<file path="config.mk">
export PLATFORM = sky130hd
export DESIGN_NAME = pwm12_decoder
export DESIGN_NICKNAME = d
export VERILOG_FILES = /design/src/rtl/pwm12_decoder.sv
export SDC_FILE = /design/constraint.sdc
export NUM_CORES = 1
export LEC_CHECK = 0
export BUFFER_PORTS_ARGS = -buffer_cell sky130_fd_sc_hd__buf_2
export CAP_MARGIN = 40
export CORE_UTILIZATION = 55
export CTS_CLUSTER_DIAMETER = 150
export DETAILED_ROUTE_END_ITERATION = 8
export PLACE_DENSITY = 0.86
export SLEW_MARGIN = 0
export SYNTH_ARGS = -nofsm -noshare
export SYNTH_HDL_FRONTEND = slang
export SYNTH_SLANG_ARGS = --single-unit
export TNS_END_PERCENT = 20
</file>
<file path="constraint.sdc">
create_clock -name clk -period 1.9 [get_ports clk]
set_input_delay 0.475 -clock clk [delete_from_list [all_inputs] [get_ports clk]]
set_output_delay 0.475 -clock clk [all_outputs]
set_load 0.05 [all_outputs]
</file>
<file path="src/rtl/pwm12_decoder.sv">
// Recovers duty and period from the complementary PWM1/PWM2 pair and flags overlap and dead-time faults.
// Outputs update one clock after a synchronised edge is seen; no backpressure, meas_vld is a single-cycle pulse.
module pwm12_decoder #(
  parameter logic [11:0] NONOVERLAP = 12'h02C,
  parameter int          MIN_GAP    = 8,
  parameter logic [12:0] TIMEOUT    = 13'h1FFF
) (
  input  logic        clk,
  input  logic        rst_n,
  input  logic        PWM1,
  input  logic        PWM2,
  input  logic        clr_err,
  output logic [11:0] duty_meas,
  output logic [12:0] period_meas,
  output logic        meas_vld,
  output logic        overlap_err,
  output logic        gap_err,
  output logic        stalled
);

  localparam logic [1:0]  IDLE    = 2'd0;
  localparam logic [1:0]  HIGH    = 2'd1;
  localparam logic [1:0]  LOW     = 2'd2;
  localparam logic [3:0]  GAP_LIM = 4'(MIN_GAP - 1);
  localparam logic [12:0] CNT_MAX = 13'h1FFF;

  // [0] and [1] form the synchroniser, [2] is the edge-detect delay
  logic [2:0]  p1_sh, p2_sh;
  logic        p1, p1_d, p2, p2_d;
  logic        p1_rise, p1_fall, p2_rise, p2_fall;
  logic [1:0]  state;
  logic [12:0] period_cnt, high_cnt;
  logic [3:0]  gap_cnt;
  logic        gap_armed, timeout, gap_evt;
  logic [13:0] duty_sum;
  logic [11:0] duty_clamp;

  assign p1      = p1_sh[1];
  assign p1_d    = p1_sh[2];
  assign p2      = p2_sh[1];
  assign p2_d    = p2_sh[2];
  assign p1_rise = p1 & ~p1_d;
  assign p1_fall = ~p1 & p1_d;
  assign p2_rise = p2 & ~p2_d;
  assign p2_fall = ~p2 & p2_d;

  assign timeout    = (state != IDLE) && (period_cnt == TIMEOUT);
  assign gap_evt    = (p1_rise | p2_rise) & gap_armed & (gap_cnt < GAP_LIM);
  assign duty_sum   = {1'b0, high_cnt} + {2'b00, NONOVERLAP};
  assign duty_clamp = (duty_sum > 14'h0FFF) ? 12'hFFF : duty_sum[11:0];

  always_ff @(posedge clk or negedge rst_n) begin
    if (!rst_n) begin
      p1_sh <= 3'b000;
      p2_sh <= 3'b000;
    end else begin
      p1_sh <= {p1_sh[1:0], PWM1};
      p2_sh <= {p2_sh[1:0], PWM2};
    end
  end

  always_ff @(posedge clk or negedge rst_n) begin
    if (!rst_n) begin
      period_cnt <= '0;
      high_cnt   <= '0;
      gap_cnt    <= '0;
      gap_armed  <= 1'b0;
    end else begin
      if (p1_rise)
        period_cnt <= 13'd1;
      else if (period_cnt != CNT_MAX)
        period_cnt <= period_cnt + 13'd1;

      if (p1_rise)
        high_cnt <= 13'd1;
      else if ((state == HIGH) && p1 && (high_cnt != CNT_MAX))
        high_cnt <= high_cnt + 13'd1;

      if (p1_fall | p2_fall)
        gap_cnt <= 4'd0;
      else if (gap_cnt != 4'hF)
        gap_cnt <= gap_cnt + 4'd1;

      // the very first rise after reset has no preceding fall to measure from
      if (p1_rise | p2_rise)
        gap_armed <= 1'b1;
    end
  end

  // A rise takes priority over a coincident timeout
  always_ff @(posedge clk or negedge rst_n) begin
    if (!rst_n) begin
      state       <= IDLE;
      duty_meas   <= '0;
      period_meas <= '0;
      meas_vld    <= 1'b0;
      stalled     <= 1'b0;
    end else begin
      meas_vld <= 1'b0;
      if (p1_rise) begin
        stalled <= 1'b0;
        if (state == LOW) begin
          duty_meas   <= duty_clamp;
          period_meas <= period_cnt;
          meas_vld    <= 1'b1;
        end
        state <= HIGH;
      end else if (timeout) begin
        state       <= IDLE;
        stalled     <= 1'b1;
        duty_meas   <= p1 ? 12'hFFF : 12'h000;
        period_meas <= CNT_MAX;
        meas_vld    <= 1'b1;
      end else if ((state == HIGH) && p1_fall) begin
        state <= LOW;
      end
    end
  end

  always_ff @(posedge clk or negedge rst_n) begin
    if (!rst_n) begin
      overlap_err <= 1'b0;
      gap_err     <= 1'b0;
    end else begin
      overlap_err <= (p1 & p2) | (overlap_err & ~clr_err);
      gap_err     <= gap_evt | (gap_err & ~clr_err);
    end
  end

endmodule

</file>
==> out/metrics.yaml <==
wirelength_mm: 7.06
max_freq_ghz: 0.538
rrSetupSlack_ns: 0.04
seq_area_frac_synth_pct: 52.8
track_usage_pct: 24.1
relSlewSlack_pct: 57.9
holdCritPathClass: "input pin to async pin"
power_mw: 4.00
io_pins: 34
async_flop_share_pct: 100
cts_buffer_depth: 2
grt_max_degree: 31
io_buffers: 33
cpLargestDelayFamily: "flip-flops"
grt_pass1_vias: 2437
cts_root_buffer: "clkbuf_8"
die_w_um: 78.5
grt_pass1_wl_mm: 11.3
synth_top_family_by_area: "simple AND/OR/NAND/NOR gates"
dieHeight_um: 78.5
start_util_pct: 57.8
antenna_left: 0
drc: 0
cpMaxStageDelayCell: "dfrtp_1"
synth_cell_type_count: 42
post-place-ws_ns: 0.0669
cts_hold_buf: 0
period_share_pct: 97.9
crit_type: "register to register"
fin_ws_ns: 0.0408
dr_total_vias: 2656
layout_common_cells: "68 x dfrtp_1, 61 x nor2_1, 33 x buf_2"
hpwl_mm: 4.78
h-tree-depth: 3
r2r_end: "duty_meas[10]"
synth.avg_cell_area_um2: 9.61
layout_commonest_cell: "dfrtp_1"
tns_ns: 0
antenna_found_initial: 0
numCtsBuffers: 9
drt-vias-per-instance: 5.81
worstSkewPairLatency_ns: 0.33
drv_slew: 0
critPathArrivalTime_ns: 2.12
path_buf_inv: 1
areaGrowthSynthToFinish_pct: 16.4
grt-ovfl-total: 0
netlist_area_um2: 3220
syn_inst: 335
period_needed_ns: 1.86
drtPass1Iterations: 5
r2r_cells: 7
setup_violations: 0
syn_nets: 345
r2r_start: "high_cnt[2]"
synth_mux_area_share_pct: 1.94
synth_compound_area_share_pct: 10.7
die_area_um2: 6170
slowest_delay_ns: 0.40
fill_cells: 420
wl_per_cell_um: 15.4
path_clk_slew_ns: 0.07
worstMarginPinSlew_ns: 0.630
rows: 27
synth_fa_ha_area_share_pct: 1.94
final_nets: 392
cts_tree: "done"
synth_xor_area_share_pct: 5.71
end_kind: "register"
diodes: 0
powerDensity_nw_per_um2: 1070
cap_violations: 0
drt_iter0_markers: 300
hold_viol: 0
synth-seq-cells: 68
ir_drop_mv: 0.635
yosysWarnings: 0
synth_flop_cell: "dfrtp_1"
skew_ns: 0.00696
status: "complete, no violations"
synth-simple-area-share_pct: 22.6
place_congestion: 0.853
critical_path_peak_fanout: 5
p_leak_nw: 1.69
drive_gt1_share_pct: 19.7
crit_chain: "inv_1 > ha_1 > nor2b_2 > o211a_2 > mux2i_2 > nor2_1 > o21ai_1"
worstPathRequired_ns: 2.16
start_kind: "register"
synth_edf_count: 0
core-area_um2: 5570
cts.sinks: 68
-- worst max path at each step --
stage	endpoint	from	cells past startpoint	slack [ns]
finish	duty_meas[10]	high_cnt[2]	7	0.04
floorplan	duty_meas[4]	high_cnt[2]	7	0.19
global placement	duty_meas[7]	high_cnt[2]	7	0.15
CTS	duty_meas[9]	period_cnt[0]	7	0.04
global route	duty_meas[2]	high_cnt[2]	7	-0.02
detailed placement	duty_meas[9]	period_cnt[0]	7	0.07
-- where the power goes --
| part | leakage, nW | total (mW) | switching [mW] | internal (mW) |
|---|---|---|---|---|
| sequential | 0.843 | 1.82 | 0.169 | 1.65 |
| clock | 0.0890 | 1.09 | 0.500 | 0.588 |
| combinational | 0.757 | 1.09 | 0.800 | 0.291 |
-- area by class of cell --
class	instances	area [um2]	share of cell area [%]
repair buffers	51	325	8.68
well taps	72	90.1	2.40
clock inverters	3	40.0	1.07
clock buffers	11	131	3.50
multi-input cells	240	1420	37.8
flip-flops and latches	68	1700	45.4
inverters	12	45.0	1.20
-- synth_stat cells (2+ instances only) --
cell,number,area (um2)
xnor2_1,14,123
nor2_1,61,229
nand2_1,26,97.6
nand3_1,15,75.1
o21ai_1,11,55.1
ha_1,5,62.6
inv_1,11,41.3
xor2_1,7,61.3
nor3_1,21,105
nand4_1,2,12.5
clkbuf_1,9,33.8
buf_2,2,10.0
dfrtp_1,68,1700
mux2i_1,4,40.0
o22ai_1,2,12.5
and3_1,7,43.8
nand2b_1,2,12.5
nor2b_1,3,18.8
nor3b_1,2,15.0
o21ai_0,14,70.1
buf_6,3,33.8
nor4b_1,2,17.5
a21oi_1,13,65.1
o211ai_1,4,30.0
buf_4,2,15.0
or3_1,3,18.8
nand3b_1,2,15.0
nand4_2,2,25.0
a31oi_1,5,31.3
-- logic make-up (layout without fill, tap and decap cells) --
logic type               after synthesis  count (layout)
buffers and inverters                 28              77
adder cells (fa/ha/maj)                5               5
AO/OA/AOI/OAI                         56              56
XOR/XNOR                              21              21
flip-flops                            68              68
multiplexers                           5               6
AND/OR/NAND/NOR                      152             152
-- per-layer routing --
metal / global-route usage (%) / vias up / wire length [um]
li1: - / 1240 / -
met1: 32.0 / 1293 / 3130
met2: 37.9 / 110 / 3470
met3: 4.07 / 13 / 338
met4: 12.2 / 0 / 120
met5: 0 / - / 0
-- sequential cells by signal, indices dropped and copies added (netlist names) --
| signal | flops |
|---|---|
| duty_meas | 12 |
| gap_armed | 1 |
| gap_cnt | 4 |
| gap_err | 1 |
| high_cnt | 13 |
| meas_vld | 1 |
| overlap_err | 1 |
| p1_sh | 3 |
| p2_sh | 3 |
| period_cnt | 13 |
| period_meas | 13 |
| stalled | 1 |
| state | 2 |
-- through the flow --
stage	area [um2]	cells	hold slack (ns)	utilization [%]
floorplan	3220	335	0.179	-
global placement	3540	442	0.332	63.6
detailed placement	3540	442	0.336	63.6
CTS	3710	456	0.105	66.6
global route	3750	457	0.120	67.3
finish	3750	457	0.100	67.3
-- timing repair --
| item | CTS | global route |
|---|---|---|
| setup buffers | 0 | 0 |
| endpoints found under the setup margin | 0 | 18 |
| resized for setup | 0 | 5 |
Note: power is estimated with default switching activity, not from simulation.
